**config.mk**
```make
export PLATFORM = sky130hd
export DESIGN_NAME = cv32e40px_apu_txn_tracker_flat
export DESIGN_NICKNAME = d
export VERILOG_FILES = /design/src/rtl/cv32e40px_apu_core_pkg.sv /design/src/rtl/cv32e40px_apu_txn_tracker_if.sv /design/src/rtl/cv32e40px_apu_tag_fifo.sv /design/src/rtl/cv32e40px_apu_txn_tracker.sv /design/src/flat_wrapper.sv
export SDC_FILE = /design/constraint.sdc
export NUM_CORES = 1
export LEC_CHECK = 0
export CORE_AREA = 2 2 136 138
export CTS_CLUSTER_DIAMETER = 200
export CTS_CLUSTER_SIZE = 28
export DETAILED_ROUTE_END_ITERATION = 8
export DIE_AREA = 0 0 138 140
export DONT_BUFFER_PORTS = 1
export GPL_ROUTABILITY_DRIVEN = 0
export PLACE_DENSITY = 0.45
export REMOVE_ABC_BUFFERS = 1
export SLEW_MARGIN = 20
export SYNTH_ARGS = -nofsm -noshare
export SYNTH_HDL_FRONTEND = slang
export SYNTH_SLANG_ARGS = --single-unit
```
**constraint.sdc**
```tcl
create_clock -name clk -period 3.2 [get_ports clk]
set_input_delay 0.16 -clock clk [delete_from_list [all_inputs] [get_ports clk]]
set_output_delay 0.16 -clock clk [all_outputs]
set_load 0.005 [all_outputs]
```
**src/rtl/cv32e40px_apu_core_pkg.sv**
```systemverilog
// -----------------------------------------------------------------------------
// cv32e40px_apu_core_pkg
// Shared APU width constants for the core-side APU logic, plus the writeback
// record type produced by the APU transaction tracker.
//   APU_NARGS_CPU     operand count per request
//   APU_WOP_CPU       opcode width
//   APU_NDSFLAGS_CPU  downstream (core -> APU) flag width
//   APU_NUSFLAGS_CPU  upstream (APU -> core) flag width
//   APU_WADDR_W       register-file address width
//   APU_NRADDR        decode-stage source operands checked for hazards
// -----------------------------------------------------------------------------
package cv32e40px_apu_core_pkg;

  localparam int APU_NARGS_CPU    = 3;
  localparam int APU_WOP_CPU      = 6;
  localparam int APU_NDSFLAGS_CPU = 15;
  localparam int APU_NUSFLAGS_CPU = 5;
  localparam int APU_WADDR_W      = 6;
  localparam int APU_NRADDR       = 3;

  // One completed APU operation on its way to the register file.
  typedef struct packed {
    logic [31:0]                 result;
    logic [APU_NUSFLAGS_CPU-1:0] flags;
    logic [APU_WADDR_W-1:0]      waddr;
  } apu_wb_t;

endpackage

```
**src/rtl/cv32e40px_apu_txn_tracker_if.sv**
```systemverilog
// -----------------------------------------------------------------------------
// cv32e40px_apu_txn_tracker_if
// Link between the APU transaction tracker (master) and the shared APU
// interconnect (slave).
//   req / gnt          request handshake: a transfer happens in every cycle
//                      where req and gnt are both high; req is withdrawn
//                      freely and gnt only matters while req is high.
//   operands/op/ds_flags  request payload, valid while req is high.
//   rvalid             response strobe; it cannot be back-pressured, so the
//                      master must consume result/us_flags in that cycle.
//   result / us_flags  response payload, valid while rvalid is high.
// -----------------------------------------------------------------------------
interface cv32e40px_apu_txn_tracker_if #(
  parameter int NARGS    = cv32e40px_apu_core_pkg::APU_NARGS_CPU,
  parameter int WOP      = cv32e40px_apu_core_pkg::APU_WOP_CPU,
  parameter int NDSFLAGS = cv32e40px_apu_core_pkg::APU_NDSFLAGS_CPU,
  parameter int NUSFLAGS = cv32e40px_apu_core_pkg::APU_NUSFLAGS_CPU
);

  logic                       req;
  logic                       gnt;
  logic [NARGS-1:0][31:0]     operands;
  logic [WOP-1:0]             op;
  logic [NDSFLAGS-1:0]        ds_flags;
  logic                       rvalid;
  logic [31:0]                result;
  logic [NUSFLAGS-1:0]        us_flags;

  modport master (
    output req, operands, op, ds_flags,
    input  gnt, rvalid, result, us_flags
  );

  modport slave (
    input  req, operands, op, ds_flags,
    output gnt, rvalid, result, us_flags
  );

endinterface

```
**src/rtl/cv32e40px_apu_tag_fifo.sv**
```systemverilog
// -----------------------------------------------------------------------------
// cv32e40px_apu_tag_fifo
// In-order FIFO of destination-register tags for in-flight APU operations.
// Every slot and its valid bit are visible so the caller can run a hazard
// compare against all pending destinations at once.
//   push_en / push_data   write a tag at the write pointer (caller never
//                         pushes when full)
//   pop_en                retire the head (caller never pops when empty)
//   head_data             tag at the read pointer
//   entries / entry_valid all slots and their occupancy
//   count                 number of occupied slots
// -----------------------------------------------------------------------------
module cv32e40px_apu_tag_fifo #(
  parameter  int DEPTH = 2,
  parameter  int WIDTH = 6,
  localparam int CW    = $clog2(DEPTH + 1),
  localparam int PW    = (DEPTH > 1) ? $clog2(DEPTH) : 1
) (
  input  logic                        clk,
  input  logic                        rst_n,
  input  logic                        push_en,
  input  logic [WIDTH-1:0]            push_data,
  input  logic                        pop_en,
  output logic [WIDTH-1:0]            head_data,
  output logic [DEPTH-1:0][WIDTH-1:0] entries,
  output logic [DEPTH-1:0]            entry_valid,
  output logic [CW-1:0]               count
);

  logic [DEPTH-1:0][WIDTH-1:0] mem_q;
  logic [DEPTH-1:0]            valid_q;
  logic [PW-1:0]               wr_ptr_q;
  logic [PW-1:0]               rd_ptr_q;
  logic [CW-1:0]               count_q;

  always_ff @(posedge clk or negedge rst_n) begin
    if (!rst_n) begin
      mem_q    <= '0;
      valid_q  <= '0;
      wr_ptr_q <= '0;
      rd_ptr_q <= '0;
      count_q  <= '0;
    end else begin
      // Clear before set: with push and pop together the slots differ, since
      // a push is only allowed when not full and a pop only when not empty.
      if (pop_en) begin
        valid_q[rd_ptr_q] <= 1'b0;
        if (rd_ptr_q == PW'(DEPTH - 1)) rd_ptr_q <= '0;
        else                            rd_ptr_q <= rd_ptr_q + PW'(1);
      end
      if (push_en) begin
        mem_q[wr_ptr_q]   <= push_data;
        valid_q[wr_ptr_q] <= 1'b1;
        if (wr_ptr_q == PW'(DEPTH - 1)) wr_ptr_q <= '0;
        else                            wr_ptr_q <= wr_ptr_q + PW'(1);
      end
      case ({push_en, pop_en})
        2'b10:   count_q <= count_q + CW'(1);
        2'b01:   count_q <= count_q - CW'(1);
        default: count_q <= count_q;
      endcase
    end
  end

  assign head_data   = mem_q[rd_ptr_q];
  assign entries     = mem_q;
  assign entry_valid = valid_q;
  assign count       = count_q;

endmodule

```
**src/rtl/cv32e40px_apu_txn_tracker.sv**
```systemverilog
// -----------------------------------------------------------------------------
// cv32e40px_apu_txn_tracker
// Sits between the EX stage and the shared APU interconnect. Forwards requests
// (payload is a pure pass-through), remembers the destination register of each
// accepted request in order, and pairs every response with its destination for
// a one-cycle-registered writeback. Also raises a RAW hazard when a decode
// source matches any pending destination.
//   clk, rst_n                 clock, asynchronous active-low reset
//   core_req_i / core_gnt_o    EX-side request handshake
//   core_operands_i/op/flags   request payload
//   core_waddr_i               destination register of the request
//   core_raddr_i               decode-stage sources for the hazard check
//   raw_hazard_o               a source matches a pending destination
//   apu                        interconnect side (request + response)
//   wb_valid_o/result/flags/waddr  registered writeback, one pulse per response
//   busy_o / count_o           in-flight status
//   proto_err_o                sticky: response seen with nothing in flight
// -----------------------------------------------------------------------------
module cv32e40px_apu_txn_tracker
  import cv32e40px_apu_core_pkg::*;
#(
  parameter  int MAX_OUTSTANDING = 2,
  parameter  int NARGS           = APU_NARGS_CPU,
  parameter  int WOP             = APU_WOP_CPU,
  parameter  int NDSFLAGS        = APU_NDSFLAGS_CPU,
  parameter  int NUSFLAGS        = APU_NUSFLAGS_CPU,
  localparam int CW              = $clog2(MAX_OUTSTANDING + 1)
) (
  input  logic                                 clk,
  input  logic                                 rst_n,
  input  logic                                 core_req_i,
  output logic                                 core_gnt_o,
  input  logic [NARGS-1:0][31:0]               core_operands_i,
  input  logic [WOP-1:0]                       core_op_i,
  input  logic [NDSFLAGS-1:0]                  core_flags_i,
  input  logic [APU_WADDR_W-1:0]               core_waddr_i,
  input  logic [APU_NRADDR-1:0][APU_WADDR_W-1:0] core_raddr_i,
  output logic                                 raw_hazard_o,
  cv32e40px_apu_txn_tracker_if.master          apu,
  output logic                                 wb_valid_o,
  output logic [31:0]                          wb_result_o,
  output logic [NUSFLAGS-1:0]                  wb_flags_o,
  output logic [APU_WADDR_W-1:0]               wb_waddr_o,
  output logic                                 busy_o,
  output logic [CW-1:0]                        count_o,
  output logic                                 proto_err_o
);

  localparam logic [CW-1:0] MAX_CNT = CW'(MAX_OUTSTANDING);

  logic                                           full;
  logic                                           push;
  logic                                           pop;
  logic [APU_WADDR_W-1:0]                         head_waddr;
  logic [MAX_OUTSTANDING-1:0][APU_WADDR_W-1:0]    tag_entries;
  logic [MAX_OUTSTANDING-1:0]                     tag_valid;
  logic [CW-1:0]                                  count;

  apu_wb_t wb_q;
  logic    wb_valid_q;
  logic    proto_err_q;

  // Full is taken from the registered count only, so a response in the same
  // cycle never opens a slot and rvalid has no path to the grant.
  assign full       = (count == MAX_CNT);
  assign apu.req    = core_req_i & ~full;
  assign core_gnt_o = apu.req & apu.gnt;

  assign apu.operands = core_operands_i;
  assign apu.op       = core_op_i;
  assign apu.ds_flags = core_flags_i;

  assign push = core_gnt_o;
  assign pop  = apu.rvalid & (count != '0);

  cv32e40px_apu_tag_fifo #(
    .DEPTH (MAX_OUTSTANDING),
    .WIDTH (APU_WADDR_W)
  ) u_tag_fifo (
    .clk         (clk),
    .rst_n       (rst_n),
    .push_en     (push),
    .push_data   (core_waddr_i),
    .pop_en      (pop),
    .head_data   (head_waddr),
    .entries     (tag_entries),
    .entry_valid (tag_valid),
    .count       (count)
  );

  // Only pending FIFO entries are compared; the wb stage is forwarded
  // downstream. A nonzero entry matching a source implies the source is
  // nonzero too, so x0 never hazards.
  always_comb begin
    raw_hazard_o = 1'b0;
    for (int i = 0; i < MAX_OUTSTANDING; i++) begin
      for (int j = 0; j < APU_NRADDR; j++) begin
        if (tag_valid[i] && (tag_entries[i] != '0) &&
            (core_raddr_i[j] == tag_entries[i])) begin
          raw_hazard_o = 1'b1;
        end
      end
    end
  end

  always_ff @(posedge clk or negedge rst_n) begin
    if (!rst_n) begin
      wb_valid_q  <= 1'b0;
      wb_q        <= '0;
      proto_err_q <= 1'b0;
    end else begin
      wb_valid_q <= pop;
      if (pop) begin
        wb_q.result <= apu.result;
        wb_q.flags  <= apu.us_flags;
        wb_q.waddr  <= head_waddr;
      end
      if (apu.rvalid && (count == '0)) begin
        proto_err_q <= 1'b1;
      end
    end
  end

  assign wb_valid_o  = wb_valid_q;
  assign wb_result_o = wb_q.result;
  assign wb_flags_o  = wb_q.flags;
  assign wb_waddr_o  = wb_q.waddr;
  assign busy_o      = (count != '0);
  assign count_o     = count;
  assign proto_err_o = proto_err_q;

endmodule
```
**src/flat_wrapper.sv**
```systemverilog
// flat-port wrapper written by rule: the top's interface ports become plain ports
module cv32e40px_apu_txn_tracker_flat import cv32e40px_apu_core_pkg::*;
#(
  parameter  int MAX_OUTSTANDING = 2,
  parameter  int NARGS           = APU_NARGS_CPU,
  parameter  int WOP             = APU_WOP_CPU,
  parameter  int NDSFLAGS        = APU_NDSFLAGS_CPU,
  parameter  int NUSFLAGS        = APU_NUSFLAGS_CPU,
  localparam int CW              = $clog2(MAX_OUTSTANDING + 1)
)
  (clk, rst_n, core_req_i, core_gnt_o, core_operands_i, core_op_i, core_flags_i, core_waddr_i, core_raddr_i, raw_hazard_o, wb_valid_o, wb_result_o, wb_flags_o, wb_waddr_o, busy_o, count_o, proto_err_o, apu_req, apu_operands, apu_op, apu_ds_flags, apu_gnt, apu_rvalid, apu_result, apu_us_flags);
  cv32e40px_apu_txn_tracker_if #(.NARGS(NARGS), .WOP(WOP), .NDSFLAGS(NDSFLAGS), .NUSFLAGS(NUSFLAGS)) apu_i ();
  input  logic clk;
  input  logic rst_n;
  input  logic core_req_i;
  output logic core_gnt_o;
  input  logic [NARGS-1:0][31:0] core_operands_i;
  input  logic [WOP-1:0] core_op_i;
  input  logic [NDSFLAGS-1:0] core_flags_i;
  input  logic [APU_WADDR_W-1:0] core_waddr_i;
  input  logic [APU_NRADDR-1:0][APU_WADDR_W-1:0] core_raddr_i;
  output logic raw_hazard_o;
  output logic wb_valid_o;
  output logic [31:0] wb_result_o;
  output logic [NUSFLAGS-1:0] wb_flags_o;
  output logic [APU_WADDR_W-1:0] wb_waddr_o;
  output logic busy_o;
  output logic [CW-1:0] count_o;
  output logic proto_err_o;
  output wire logic [$bits(apu_i.req)-1:0] apu_req;
  output wire logic [$bits(apu_i.operands)-1:0] apu_operands;
  output wire logic [$bits(apu_i.op)-1:0] apu_op;
  output wire logic [$bits(apu_i.ds_flags)-1:0] apu_ds_flags;
  input wire logic [$bits(apu_i.gnt)-1:0] apu_gnt;
  input wire logic [$bits(apu_i.rvalid)-1:0] apu_rvalid;
  input wire logic [$bits(apu_i.result)-1:0] apu_result;
  input wire logic [$bits(apu_i.us_flags)-1:0] apu_us_flags;
  assign apu_req = apu_i.req;
  assign apu_operands = apu_i.operands;
  assign apu_op = apu_i.op;
  assign apu_ds_flags = apu_i.ds_flags;
  assign apu_i.gnt = apu_gnt;
  assign apu_i.rvalid = apu_rvalid;
  assign apu_i.result = apu_result;
  assign apu_i.us_flags = apu_us_flags;
  cv32e40px_apu_txn_tracker #(.MAX_OUTSTANDING(MAX_OUTSTANDING), .NARGS(NARGS), .WOP(WOP), .NDSFLAGS(NDSFLAGS), .NUSFLAGS(NUSFLAGS)) u_core (.clk(clk), .rst_n(rst_n), .core_req_i(core_req_i), .core_gnt_o(core_gnt_o), .core_operands_i(core_operands_i), .core_op_i(core_op_i), .core_flags_i(core_flags_i), .core_waddr_i(core_waddr_i), .core_raddr_i(core_raddr_i), .raw_hazard_o(raw_hazard_o), .apu(apu_i), .wb_valid_o(wb_valid_o), .wb_result_o(wb_result_o), .wb_flags_o(wb_flags_o), .wb_waddr_o(wb_waddr_o), .busy_o(busy_o), .count_o(count_o), .proto_err_o(proto_err_o));
endmodule
```
# Yosys cells after proc, flatten, opt, wreduce, memory -nomap -nowiden
# Index checks and enable logic that the tools add are counted.
# classes
n_addsub	4
n_lt_le_gt_ge	4
eq_ne	9
muxes	20
bitwise_logic	7
reduce_logical	16
# ops
operator	n
== test 6 bit	6
2-to-1 mux 6 bit	3
bitwise mux 12 bit	1
nonzero test 6 bit	2
logical AND 1 bit	11
2-to-1 mux 1 bit	10
demux 6 bit (select 1 bit)	1
== test 2 bit (second input constant)	2
< comparator 1 x 2 -> 1 bit (second input constant)	2
2-to-1 mux 2 bit	2
one-hot mux 2 bit (2 select lines)	1
nonzero test 2 bit	2
AND 1 bit	3
adder 1 bit (second input constant)	2
adder 2 x 1 -> 2 bit (second input constant)	1
AND 2 bit	1
demux 1 bit (select 1 bit)	2
== test 2 x 1 -> 1 bit (second input constant)	1
greater-or-equal comparator 1 bit (second input constant)	2
zero test 2 bit	1
inverter 2 bit	1
OR 2 bit	1
subtractor 2 x 1 -> 2 bit (second input constant)	1
inverter 1 bit	1
# totals
reg_bits	63
in_bits	183
out_inout_bits	168
word_cells	71

# Logic depth before layout (Yosys ltp)
# depth
word_depth	9
ltp_mapped	9
mapped_depth_nobuf	8

# Cells and area by module
# A second synthesis with hierarchy kept.
# unflattened
cells_unflattened	325
area_unflattened_um2	3759.9
# modules_own_cells
mod	n_inst	cells_per_inst	area_each_um2	seq_area_each_um2
cv32e40px_apu_txn_tracker	1	272	2995.4	1126.1
cv32e40px_apu_tag_fifo	1	53	764.5	450.4

# Worst setup path before layout
# No wires, ideal clock.
# synth_path
path_type	register to register
from	reg u_core.u_tag_fifo.count_q[0] (netlist: u_core.u_tag_fifo.count[0])
to	reg u_core.u_tag_fifo.count_q[1] (netlist: u_core.u_tag_fifo.count[1])
setup_time_ns	0.079
arrival_ns	1.566
required_ns	3.121
slack_ns	1.554
path_stages_with_launch	9
n_path_buf	1
synth_period_minus_slack_ns	1.646
path_cell_list	dfrtp_1 -> nor2_1 -> inv_1 -> nand2_1 -> inv_1 -> buf_2 -> ha_1 -> nor2_1 -> xor2_1
# synth_between
elab_cells_between_ends	12
cone_classes	add/sub: 2; eq/ne: 3; mux: 1; bitwise: 4; reduce/logical: 2
# synth_rtl
element	line	source
start: declaration	cv32e40px_apu_tag_fifo.sv:34	logic [CW-1:0] count_q;
start signal: assignment	cv32e40px_apu_tag_fifo.sv:58	2'b10: count_q <= count_q + CW'(1);
start signal: assignment	cv32e40px_apu_tag_fifo.sv:59	2'b01: count_q <= count_q - CW'(1);
start signal: assignment	cv32e40px_apu_tag_fifo.sv:60	default: count_q <= count_q;
nonzero test 2 bit (*)	n/a	
net busy_o	flat_wrapper.sv:27	output logic busy_o;
AND 1 bit (*)	cv32e40px_apu_txn_tracker.sv:74	assign pop = apu.rvalid & (count != '0);
net u_core.pop	cv32e40px_apu_txn_tracker.sv:53	logic pop;
== test 2 x 1 -> 1 bit or == test 2 bit (tied branches)	cv32e40px_apu_tag_fifo.sv:57	case ({push_en, pop_en})
one-hot mux 2 bit (2 select lines) or nonzero test 2 bit (tied branches)	n/a	
# The timed path passes the listed nets; every way through them passes the cells marked *.
# A chain may end at the register's enable or synchronous reset.

# Worst setup path in the final report
# layout_path
from	reg u_core.u_tag_fifo.mem_q, in the netlist u_core.u_tag_fifo.entries[0]
to	out raw_hazard_o
# layout_between
elab_chain_len	9
elab_cells_between_ends	14
cone_classes	eq/ne: 3; mux: 6; reduce/logical: 5
# layout_rtl
element	line	source
start: declaration	cv32e40px_apu_tag_fifo.sv:30	logic [DEPTH-1:0][WIDTH-1:0] mem_q;
start signal: indexed assignment	cv32e40px_apu_tag_fifo.sv:52	mem_q[wr_ptr_q] <= push_data;
nonzero test 6 bit	cv32e40px_apu_txn_tracker.sv:98	if (tag_valid[i] && (tag_entries[i] != '0) &&
logical AND 1 bit (2 in a row)	cv32e40px_apu_txn_tracker.sv:98	
2-to-1 mux 1 bit (2 in a row)	cv32e40px_apu_txn_tracker.sv:98	
2-to-1 mux 1 bit (*) (4 in a row)	cv32e40px_apu_txn_tracker.sv:98	
end: declaration	flat_wrapper.sv:22	output logic raw_hazard_o;
# Mark *: on every way between the ends. The rest lies on a longest branch, timed or not.

==> flow_summary.yaml <==
routing:
  ant_nets: 0
  wl_per_cell_um: 44.4
  first_pass_iters: 6
  vias: 2571
  wl_um: 25500
  drt_iter0_drc: 103
  drt-vias-per-instance: 4.48
  drc_errors: 0
worst_setup_path:
  ff2ff_path_depth: 6
  required_ns: 3.04
  reg2reg_slack_ns: 1.51
  r2r-end: "u_core.u_tag_fifo.entries[2]$_DFFE_PN0P_"
  crit_fanout: 6
  r2r-start: "u_core.u_tag_fifo.count[0]$_DFFE_PN0P_"
  cp-end-kind: "output port"
  critPathLaunch: "u_core.u_tag_fifo.entries[0]$_DFFE_PN0P_"
  cp.arrival_ns: 1.75
  crit_path_end: "raw_hazard_o"
  cp-start-kind: "flop"
  critPathKind: "flop to output port"
global_route:
  grt_max_degree: 64
  grt-ovfl-total: 0
  grt_pass1_vias: 2619
  grt_pass1_wl_um: 31800
  grt_antenna_before_repair: 0
  grt_usage_pct: 26.0
layout:
  n_fill_cell: 1923
  fin_nets: 526
  multi_input_area_mm2: 0.00124
  finalInstanceArea_mm2: 0.00389
  instances_no_fill: 574
  seqCellArea_mm2: 0.00158
  area_growth_pct: 2.00
  n_antenna_cell: 0
  drive_above_1_share_pct: 10.1
synth:
  synthFlopType: "dfrtp_1"
  yosysTopAreaCellShare_pct: 41.4
  synthesis.instances: 423
  yosysMostFrequentCell: "nand2_1"
  async_flop_share_pct: 100
  syn_avg_cell_area_um2: 9.01
  synth_cell_type_count: 26
  yosysSeqAreaShare_pct: 41.4
  synth_area_mm2: 0.00381
  ys.warnings.count: 0
  synth_area_leaders: "dfrtp_1 (41%), buf_4 (23%), nand2_1 (12%), xnor2_1 (6.2%), xor2_1 (3.0%)"
  synth-seq-cells: 63
  synthTopCellsByCount: "nand2_1 (122), buf_4 (118), dfrtp_1 (63)"
  yosysTopAreaCell: "dfrtp_1"
  synth-edff-count: 0
timing:
  post-route-period-util_pct: 59.6
  tightest_slew_ns: 0.526
  rsz0062_at_grt: "false"
  tns_ns: 0
  clock_skew_ns: 0.00712
  hold_viol_final: 0
  period_needed_ns: 1.91
  finalMaxSlewViolations: 0
  slew_headroom_pct: 64.9
  fin_ws_ns: 1.29
  fmax_ghz: 0.524
  holdWs_ns: 0.0467
  setup_viol: 0
clock_tree:
  cts_sinks: 63
  root_buffer: "clkbuf_16"
  clk_path_buf_depth: 2
  h-tree-depth: 3
  clk_latency_ns: 0.33
  cts_setup_buffers: 0
  cts_tree: "done"
  cts.clk_slew.worst_paths_ns: 0.05
  cts_buffers: 9
pwr:
  switching_share_pct: 37.3
  power_frac_comb_pct: 27.4
  p_int_w: 0.00222
  power.switching_w: 0.00132
  pwr-share-clk_pct: 25.3
  ir_drop_mv: 0.301
  seq_power_share_pct: 47.3
  p_leak_nw: 1.76
  p_per_area_mw_per_mm2: 909
place:
  post-place-cells: 514
  dpl_cell_area_mm2: 0.00314
  io_buffer_count: 0
  hpwl_um: 22400
  pre_cts_slack_ns: 1.51
floorplan:
  die_w_um: 138
  std_cell_rows: 49
  core_mm2: 0.0178
  floorplan.initialDensity_pct: 21.4
  die_h_um: 140
  die-area_mm2: 0.0193
  io_pins: 351
run:
  drv_cap: 0
worst_hold_path:
  hp-class: "primary input to flop"
outcome:
  outcome: "complete, no violations"
[layout by cell type, fill, tap and decap left out]
master and n:
clkbuf_8 2, nand4_1 6, mux2i_1 6, nor2_1 2
inv_2 1, clkinv_2 2, buf_16 1, xor2_1 13
a21o_1 1, nand2_1 121, nand2_2 3, mux2_4 6
dfrtp_1 63, ha_1 1, mux2_2 6, or4_1 2
clkinvlp_4 2, clkbuf_16 9, o22ai_1 1, nor3_1 8
inv_1 3, dlygate4sd3_1 45, nand2b_1 1, buf_4 2
o31ai_1 2, a21boi_2 1, o21ai_0 8, xnor2_1 27
[per-stage QoR]
step / power, W / utilization [%]
global route: 0.00379 / 21.9
finish: 0.00354 / 21.9
detailed placement: 0.00259 / 17.6
floorplan: 0.00223 / -
global placement: 0.00256 / 17.6
CTS: 0.00358 / 21.9
[per-layer routing]
layer / part of all wire [%] / routed length [um] / global-route usage (%)
met1: 22 / 5550 / 16.8
met2: 43 / 10900 / 38.4
met3: 33 / 8350 / 40.0
met4: 1.8 / 457 / 5.80
met5: 0.84 / 214 / 7.77
[layout make-up]
| cell class | count | area share, % |
|---|---|---|
| clock inverters | 3 | 0.515 |
| flip-flops and latches | 63 | 40.5 |
| repair buffers | 48 | 12.7 |
| inverters | 5 | 0.515 |
| multi-input cells | 215 | 31.9 |
| well taps | 229 | 7.37 |
| clock buffers | 11 | 6.50 |
[registers in the layout, summed over array words and instances (netlist names)]
register	cells
u_core.proto_err_o	1
u_core.u_tag_fifo.count	2
u_core.u_tag_fifo.entries	12
u_core.u_tag_fifo.entry_valid	2
u_core.u_tag_fifo.rd_ptr_q	1
u_core.u_tag_fifo.wr_ptr_q	1
u_core.wb_flags_o	5
u_core.wb_result_o	32
u_core.wb_valid_o	1
u_core.wb_waddr_o	6
[power groups by stage]
stage               registers [W]  logic (W)  clock network, W
floorplan                 0.00149   0.000739                 0
global placement          0.00168   0.000885                 0
detailed placement        0.00167   0.000920                 0
CTS                       0.00167   0.000985          0.000924
global route              0.00173    0.00110          0.000959
finish                    0.00167   0.000970          0.000894
[kinds of logic (layout without fill, tap and decap cells)]
family	after synthesis	count (layout)	share of synthesized area [%]
buffers and inverters	145	67	26.2
muxes	18	18	5.71
DFF	63	63	41.4
adders and majority gates	1	1	0.328
AOI/OAI and AO/OA	13	13	2.10
xor gates and xnor gates	40	40	9.19
and+or+nand+nor	143	143	15.1
[worst min path at each step]
stage               slack [ns]  depth (start not counted)                                     end    start
global route              0.06                          3  u_core.u_tag_fifo.wr_ptr_q$_DFFE_PN0P_  apu_gnt
global placement         -0.13                          0      u_core.wb_result_o[21]$_DFFE_PN0P_    rst_n
finish                    0.05                          3  u_core.u_tag_fifo.wr_ptr_q$_DFFE_PN0P_  apu_gnt
floorplan                -0.14                          0          u_core.proto_err_o$_DFFE_PN0P_    rst_n
detailed placement       -0.13                          0      u_core.wb_result_o[21]$_DFFE_PN0P_    rst_n
CTS                       0.04                          3  u_core.u_tag_fifo.wr_ptr_q$_DFFE_PN0P_  apu_gnt
[repair_timing]
item,in CTS,in global routing
hold buffers,46,0
setup endpoints to repair,0,0
endpoints found under the hold margin,113,0
resized for setup,0,0
[critical path, cell delays in order (launching register included)]
cell and delay, ns:
dfrtp_1 0.46, xnor2_1 0.24, nand4_1 0.12, nor3_1 0.20
nor3_1 0.07, o22ai_1 0.32
No activity file was read; power rests on OpenSTA's default activity.
